[src/rtl/alu_exec_sequencer.sv]
`default_nettype none
// ============================================================================
// Module      : alu_exec_sequencer
// Description : Four-phase (Q1..Q4) execute sequencer for the PIC16C57 8-bit
//               ALU. Accepts one ALU-class instruction and decodes it. Reads the
//               file-register operand and drives the external ALU for one
//               phase. Writes the result back to W or to the file register.
//               Owns the W register and the STATUS flags {Z,DC,C}.
// Revision    : 1.0 - initial release
// ============================================================================
module alu_exec_sequencer #(
    parameter int DATA_WIDTH = 8,
    parameter int INST_WIDTH = 12,
    parameter int ADDR_WIDTH = 5,
    parameter int FUNC_WIDTH = 5
) (
    input  logic                  clk,
    input  logic                  rst,
    input  logic [INST_WIDTH-1:0] instIn,
    input  logic                  instValid,
    output logic                  instReady,
    output logic [ADDR_WIDTH-1:0] fAddrOut,
    input  logic [DATA_WIDTH-1:0] fDataIn,
    output logic                  fWe,
    output logic [DATA_WIDTH-1:0] fDataOut,
    output logic [FUNC_WIDTH-1:0] aluFuncOut,
    output logic [DATA_WIDTH-1:0] aluWOut,
    output logic [DATA_WIDTH-1:0] aluFOut,
    output logic [DATA_WIDTH-1:0] aluLitOut,
    output logic [2:0]            aluBitSelOut,
    output logic                  aluCFlagOut,
    input  logic [DATA_WIDTH-1:0] aluResultIn,
    input  logic [2:0]            aluStatusIn,
    output logic [DATA_WIDTH-1:0] wRegOut,
    output logic [2:0]            statusOut,
    output logic                  busy,
    output logic                  done,
    output logic                  illegal
);

    // ALU function codes shared with the ALU datapath; zero means "no operation"
    localparam logic [FUNC_WIDTH-1:0] c_ALU__IDLE = FUNC_WIDTH'(0);
    localparam logic [FUNC_WIDTH-1:0] c_ALU_ADD   = FUNC_WIDTH'(1);
    localparam logic [FUNC_WIDTH-1:0] c_ALU_SUB   = FUNC_WIDTH'(2);
    localparam logic [FUNC_WIDTH-1:0] c_ALU_AND   = FUNC_WIDTH'(3);
    localparam logic [FUNC_WIDTH-1:0] c_ALU_COM   = FUNC_WIDTH'(4);
    localparam logic [FUNC_WIDTH-1:0] c_ALU_DEC   = FUNC_WIDTH'(5);
    localparam logic [FUNC_WIDTH-1:0] c_ALU_INC   = FUNC_WIDTH'(6);
    localparam logic [FUNC_WIDTH-1:0] c_ALU_IOR   = FUNC_WIDTH'(7);
    localparam logic [FUNC_WIDTH-1:0] c_ALU_RLF   = FUNC_WIDTH'(8);
    localparam logic [FUNC_WIDTH-1:0] c_ALU_RRF   = FUNC_WIDTH'(9);
    localparam logic [FUNC_WIDTH-1:0] c_ALU_SWAP  = FUNC_WIDTH'(10);
    localparam logic [FUNC_WIDTH-1:0] c_ALU_XOR   = FUNC_WIDTH'(11);
    localparam logic [FUNC_WIDTH-1:0] c_ALU_BCF   = FUNC_WIDTH'(12);
    localparam logic [FUNC_WIDTH-1:0] c_ALU_BSF   = FUNC_WIDTH'(13);
    localparam logic [FUNC_WIDTH-1:0] c_ALU_ANDL  = FUNC_WIDTH'(14);
    localparam logic [FUNC_WIDTH-1:0] c_ALU_IORL  = FUNC_WIDTH'(15);
    localparam logic [FUNC_WIDTH-1:0] c_ALU_XORL  = FUNC_WIDTH'(16);

    // STATUS update masks, bit order {Z,DC,C}
    localparam logic [2:0] c_MASK_ALL  = 3'b111;
    localparam logic [2:0] c_MASK_C    = 3'b001;
    localparam logic [2:0] c_MASK_Z    = 3'b100;
    localparam logic [2:0] c_MASK_NONE = 3'b000;

    typedef enum logic [2:0] {
        S_IDLE = 3'd0,
        S_Q1   = 3'd1,
        S_Q2   = 3'd2,
        S_Q3   = 3'd3,
        S_Q4   = 3'd4
    } state_t;

    state_t                  r_state;
    state_t                  w_nextState;
    logic [INST_WIDTH-1:0]   r_inst;
    logic [FUNC_WIDTH-1:0]   r_func;
    logic                    r_destF;
    logic [2:0]              r_mask;
    logic [DATA_WIDTH-1:0]   r_fLatch;
    logic [DATA_WIDTH-1:0]   r_result;
    logic [2:0]              r_aluStatus;
    logic [DATA_WIDTH-1:0]   r_w;
    logic [2:0]              r_status;

    logic [FUNC_WIDTH-1:0]   w_decFunc;
    logic                    w_decDestF;
    logic [2:0]              w_decMask;
    logic                    w_decLegal;
    logic                    w_accept;

    assign w_accept = instValid & instReady;

    // Decode the latched instruction into ALU function, destination and flag mask
    always_comb begin
        w_decFunc  = c_ALU__IDLE;
        w_decDestF = 1'b0;
        w_decMask  = c_MASK_NONE;
        w_decLegal = 1'b1;
        casez (r_inst[11:6])
            6'b000111: begin w_decFunc = c_ALU_ADD;  w_decDestF = r_inst[5]; w_decMask = c_MASK_ALL;  end
            6'b000010: begin w_decFunc = c_ALU_SUB;  w_decDestF = r_inst[5]; w_decMask = c_MASK_ALL;  end
            6'b000101: begin w_decFunc = c_ALU_AND;  w_decDestF = r_inst[5]; w_decMask = c_MASK_Z;    end
            6'b001001: begin w_decFunc = c_ALU_COM;  w_decDestF = r_inst[5]; w_decMask = c_MASK_Z;    end
            6'b000011: begin w_decFunc = c_ALU_DEC;  w_decDestF = r_inst[5]; w_decMask = c_MASK_Z;    end
            6'b001010: begin w_decFunc = c_ALU_INC;  w_decDestF = r_inst[5]; w_decMask = c_MASK_Z;    end
            6'b000100: begin w_decFunc = c_ALU_IOR;  w_decDestF = r_inst[5]; w_decMask = c_MASK_Z;    end
            6'b001101: begin w_decFunc = c_ALU_RLF;  w_decDestF = r_inst[5]; w_decMask = c_MASK_C;    end
            6'b001100: begin w_decFunc = c_ALU_RRF;  w_decDestF = r_inst[5]; w_decMask = c_MASK_C;    end
            6'b001110: begin w_decFunc = c_ALU_SWAP; w_decDestF = r_inst[5]; w_decMask = c_MASK_NONE; end
            6'b000110: begin w_decFunc = c_ALU_XOR;  w_decDestF = r_inst[5]; w_decMask = c_MASK_Z;    end
            // bit ops always write back to the file register
            6'b0100??: begin w_decFunc = c_ALU_BCF;  w_decDestF = 1'b1;      w_decMask = c_MASK_NONE; end
            6'b0101??: begin w_decFunc = c_ALU_BSF;  w_decDestF = 1'b1;      w_decMask = c_MASK_NONE; end
            // literal ops always write back to W
            6'b1110??: begin w_decFunc = c_ALU_ANDL; w_decDestF = 1'b0;      w_decMask = c_MASK_Z;    end
            6'b1101??: begin w_decFunc = c_ALU_IORL; w_decDestF = 1'b0;      w_decMask = c_MASK_Z;    end
            6'b1111??: begin w_decFunc = c_ALU_XORL; w_decDestF = 1'b0;      w_decMask = c_MASK_Z;    end
            default:   w_decLegal = 1'b0;
        endcase
    end

    // Phase state register
    always_ff @(posedge clk) begin
        if (rst) begin
            r_state <= S_IDLE;
        end else begin
            r_state <= w_nextState;
        end
    end

    // Next phase and per-phase control outputs
    always_comb begin
        w_nextState = r_state;
        instReady   = 1'b0;
        busy        = 1'b0;
        done        = 1'b0;
        illegal     = 1'b0;
        fWe         = 1'b0;
        aluFuncOut  = c_ALU__IDLE;
        case (r_state)
            S_IDLE: begin
                instReady = 1'b1;
                if (instValid) begin
                    w_nextState = S_Q1;
                end
            end
            S_Q1: begin
                busy = 1'b1;
                if (w_decLegal) begin
                    w_nextState = S_Q2;
                end else begin
                    illegal     = 1'b1;
                    w_nextState = S_IDLE;
                end
            end
            S_Q2: begin
                busy        = 1'b1;
                w_nextState = S_Q3;
            end
            S_Q3: begin
                busy        = 1'b1;
                aluFuncOut  = r_func;
                w_nextState = S_Q4;
            end
            S_Q4: begin
                busy        = 1'b1;
                done        = 1'b1;
                instReady   = 1'b1;
                fWe         = r_destF;
                w_nextState = instValid ? S_Q1 : S_IDLE;
            end
            default: w_nextState = S_IDLE;
        endcase
    end

    // Datapath registers: instruction latch, decode, operand, result, W and STATUS
    always_ff @(posedge clk) begin
        if (rst) begin
            r_inst      <= '0;
            r_func      <= c_ALU__IDLE;
            r_destF     <= 1'b0;
            r_mask      <= c_MASK_NONE;
            r_fLatch    <= '0;
            r_result    <= '0;
            r_aluStatus <= 3'b000;
            r_w         <= '0;
            r_status    <= 3'b000;
        end else begin
            if (w_accept) begin
                r_inst <= instIn;
            end
            if (r_state == S_Q1) begin
                r_func  <= w_decFunc;
                r_destF <= w_decDestF;
                r_mask  <= w_decMask;
            end
            if (r_state == S_Q2) begin
                r_fLatch <= fDataIn;
            end
            if (r_state == S_Q3) begin
                r_result    <= aluResultIn;
                r_aluStatus <= aluStatusIn;
            end
            if (r_state == S_Q4) begin
                if (!r_destF) begin
                    r_w <= r_result;
                end
                r_status <= (r_status & ~r_mask) | (r_aluStatus & r_mask);
            end
        end
    end

    assign fAddrOut     = r_inst[ADDR_WIDTH-1:0];
    assign fDataOut     = r_result;
    assign aluWOut      = r_w;
    assign aluFOut      = r_fLatch;
    assign aluLitOut    = r_inst[DATA_WIDTH-1:0];
    assign aluBitSelOut = r_inst[7:5];
    assign aluCFlagOut  = r_status[0];
    assign wRegOut      = r_w;
    assign statusOut    = r_status;

endmodule
`default_nettype wire
[config.mk]
export PLATFORM = sky130hd
export DESIGN_NAME = alu_exec_sequencer
export DESIGN_NICKNAME = d
export VERILOG_FILES = /design/src/rtl/alu_exec_sequencer.sv
export SDC_FILE = /design/constraint.sdc
export NUM_CORES = 1
export LEC_CHECK = 0
export ABC_CLOCK_PERIOD_IN_PS = 1500
export BUFFER_PORTS_ARGS = -buffer_cell sky130_fd_sc_hd__buf_2
export CORE_ASPECT_RATIO = 0.9
export CORE_MARGIN = 1.5
export CORE_UTILIZATION = 46
export CTS_BUF_LIST = sky130_fd_sc_hd__clkbuf_8
export DETAILED_ROUTE_END_ITERATION = 6
export PLACE_DENSITY = 0.76
export SETUP_SLACK_MARGIN = 0.15
export SLEW_MARGIN = 30
export SYNTH_ARGS = -nofsm -noshare
export SYNTH_HDL_FRONTEND = slang
export SYNTH_SLANG_ARGS = --single-unit
[constraint.sdc]
create_clock -name clk -period 1.5 [get_ports clk]
set_clock_uncertainty 0.2 [all_clocks]
set_input_delay 0.15 -clock clk [delete_from_list [all_inputs] [get_ports clk]]
set_output_delay 0.15 -clock clk [all_outputs]
set_load 0.02 [all_outputs]
==> flow_metrics.py <==
metrics = {
    "power": {
        "cellLeakagePower_nw": 1.84,
        "vdd.ir_drop.worst_v": 0.000807,
        "powerDensity_mw_per_mm2": 842,
        "total_power_mw": 3.53,
    },
    "critical_path": {
        "crit_top_cell": "buf_4",
        "cp_slowest_cell": "dfxtp_4",
        "regToRegEndpoint": "aluWOut[0]$_SDFFE_PP0P_",
        "r2r_slack_ns": -0.18,
        "critPathTopFamily": "flip-flops",
        "cp_max_fo": 5,
        "start_kind": "flip-flop",
        "critPathLaunch": "r_inst[8]$_SDFFE_PP0P_",
        "cpPeakStageDelay_ns": 0.38,
        "rr_startpoint": "r_state[1]$_SDFFE_PP0P_",
        "crit_cells": 5,
        "reg2reg_depth": 6,
        "cp-endpoint": "illegal",
        "worstSetupEndpointType": "output pin",
        "worstPathCellList": "buf_4, nor2_2, o21ai_2, a21oi_2, buf_4",
        "worstPathArrival_ns": 1.41,
        "crit_buf_inv": 2,
        "worstPathRequired_ns": 1.15,
        "path_class": "flip-flop to output pin",
    },
    "clocking": {
        "cts_buffers": 5,
        "clk_latency_ns": 0.31,
        "clk_path_buf_depth": 2,
        "cts_tree": "done",
        "cts_sinks": 54,
        "h-tree-depth": 2,
        "root_buffer": "clkbuf_8",
        "path_clk_slew_ns": 0.10,
    },
    "routing": {
        "vias_per_cell": 5.53,
        "remaining_drc_errors": 0,
        "ant_nets": 0,
        "wl_per_cell_um": 17.6,
        "routed_wl_mm": 9.29,
        "drtPass1Iterations": 7,
        "vias": 2928,
        "drt_iter0_drc": 336,
    },
    "sta": {
        "period_share_pct": 117,
        "hold_viol": 0,
        "tightest_slew_ns": 0.330,
        "drv_slew": 0,
        "setup_viol": 46,
        "rsz0062_at_grt": "true",
        "setup_ws_ns": -0.262,
        "max_slew_margin_pct": 77.9,
        "fmax_mhz": 568,
        "fin_crit_ns": 1.76,
    },
    "logic_synthesis": {
        "synth_edf_count": 0,
        "syn_inst": 317,
        "synth_seq_cells": 54,
        "synth_top_family_by_area": "simple AND/OR/NAND/NOR gates",
        "synthSimpleGateAreaFrac_pct": 25.1,
        "synthArstFlopShare_pct": 0,
        "yosysWarnings": 0,
        "synth_compound_area_share_pct": 13.9,
        "muxShareOfSynthArea_pct": 5.06,
        "syn-cell-area_mm2": 0.00257,
        "synthAdderAreaFrac_pct": 0,
        "synth_seq_area_share_pct": 42.0,
        "synth.avg_cell_area_um2": 8.12,
        "syn_nets": 351,
        "synth-main-ff-cell": "dfxtp_1",
        "yosys.cell_types.count": 38,
        "synth_xor_area_share_pct": 1.02,
    },
    "finish": {
        "syn2layout_area_growth_pct": 63.0,
        "final_cells": 529,
        "antenna_cells": 0,
        "final_cell_mix": "buf_2 (81), nand2_1 (62), dfxtp_1 (45), buf_4 (41), a21oi_1 (36)",
        "drive_gt1_share_pct": 48.5,
        "fin_nets": 495,
        "layout_commonest_cell": "buf_2",
    },
    "global_route": {
        "grt_util_all_layers_pct": 26.5,
        "grt_pass1_wl_mm": 12.3,
        "grt-ovfl-total": 0,
        "antenna_found_initial": 0,
        "grt_max_degree": 55,
        "grt_pass1_vias": 2612,
    },
    "outcome": {
        "violations": "setup timing",
        "status": "finished, violations left",
    },
    "placement": {
        "place.gp.congestion": 0.877,
        "dp_hpwl_mm": 4.11,
        "io_buffers": 95,
        "dp.cells": 453,
    },
    "floorplan": {
        "fp-row-count": 25,
        "start_util_pct": 48.4,
        "dieArea_mm2": 0.00605,
        "ios": 96,
        "die_h_um": 73.9,
        "dieWidth_um": 81.8,
        "core_mm2": 0.00532,
    },
    "job": {
        "cap_viol_max_count": 0,
    },
    "hold_path": {
        "min_path_type": "input port to flip-flop",
        "holdPathStages": 3,
    },
}
synth_stat cells, types with 4 or more instances:
library cell	n	area share, %
a21oi_1	41	8.0
nand3b_1	4	1.2
and2_1	7	1.7
buf_2	7	1.4
a211oi_1	5	1.5
mux2i_1	13	5.1
nand2b_1	5	1.2
clkbuf_1	9	1.3
nor2_1	25	3.6
o21ai_0	5	0.97
nand2_1	72	11
nand3_1	4	0.78
dfxtp_1	54	42
buf_4	32	9.3
metrics by stage:
| step | instance area, um2 | setup TNS [ns] | setup slack, ns | utilization (%) | hold WS, ns |
|---|---|---|---|---|---|
| after floorplan | 2690 | -0.00183 | -0.00183 | - | 0.0784 |
| after global placement | 3060 | -0.0896 | -0.0411 | 57.6 | 0.182 |
| after detailed placement | 3060 | -0.477 | -0.132 | 57.6 | 0.194 |
| after CTS | 3960 | -2.89 | -0.198 | 74.5 | 0.0587 |
| after global routing | 4190 | -8.25 | -0.286 | 78.9 | 0.0809 |
| final | 4190 | -5.07 | -0.262 | 78.9 | 0.0745 |
final cells by class:
cell class                      instances  area (um2)
Timing Repair Buffer                  186        1460
Clock inverter                          2        38.8
Clock buffer                            6        82.6
Fill cell                             316        1120
Sequential cell                        54        1110
Tap cell                               67        83.8
Multi-Input combinational cell        214        1420
flip-flops by register name (all words and copies together), names as in the netlist, named ones only:
register     count
r_aluStatus      3
r_func           5
aluFOut          8
aluWOut          8
r_mask           3
r_inst          12
r_state          3
r_destF          1
fDataOut         8
per-layer routing:
metal / track usage [%] / wire [um]
met2: 46.8 / 4560
met5: 0 / 0
met3: 6.01 / 671
met1: 32.0 / 3630
met4: 8.10 / 425
tightest hold or removal path, stage by stage:
cell and delay [ns]:
buf_2 0.10, buf_12 0.24, a21oi_2 0.04
cells by family (layout without fill, tap and decap cells):
family                 after synthesis  in the layout
AO/OA/AOI/OAI                       62             62
XOR/XNOR                             3              3
buffers and inverters               50            194
flip-flops                          54             54
multiplexers                        13             13
AND/OR/NAND/NOR                    135            136
timing repair:
| item | CTS | global route |
|---|---|---|
| pin swaps | 26 | 13 |
| resized for setup | 68 | 34 |
| buffers inserted | 24 | 10 |
| endpoints found under the setup margin | 67 | 67 |
| hold buffers | 31 | 0 |
| endpoints found under the hold margin | 31 | 0 |
| cloned | 3 | 0 |
power breakdown:
group	total [mW]	leakage [nW]	switching, mW	internal, mW
Sequential	1.55	0.444	0.0659	1.48
Combinational	0.909	1.33	0.446	0.463
Clock	1.07	0.0618	0.520	0.550
Total	3.53	1.84	1.03	2.50
worst min-delay path by stage:
| stage | slack, ns | end | from |
|---|---|---|---|
| after floorplan | 0.08 | r_inst[9]$_SDFFE_PP0P_ | instIn[9] |
| after global placement | 0.18 | aluFOut[6]$_SDFFE_PP0P_ | fDataIn[6] |
| after detailed placement | 0.19 | r_inst[6]$_SDFFE_PP0P_ | instIn[6] |
| after CTS | 0.06 | r_inst[1]$_SDFFE_PP0P_ | instValid |
| after global routing | 0.08 | r_mask[1]$_SDFFE_PP0N_ | rst |
| final | 0.07 | aluWOut[1]$_SDFFE_PP0P_ | rst |
Power figures use the tool's default switching activity.
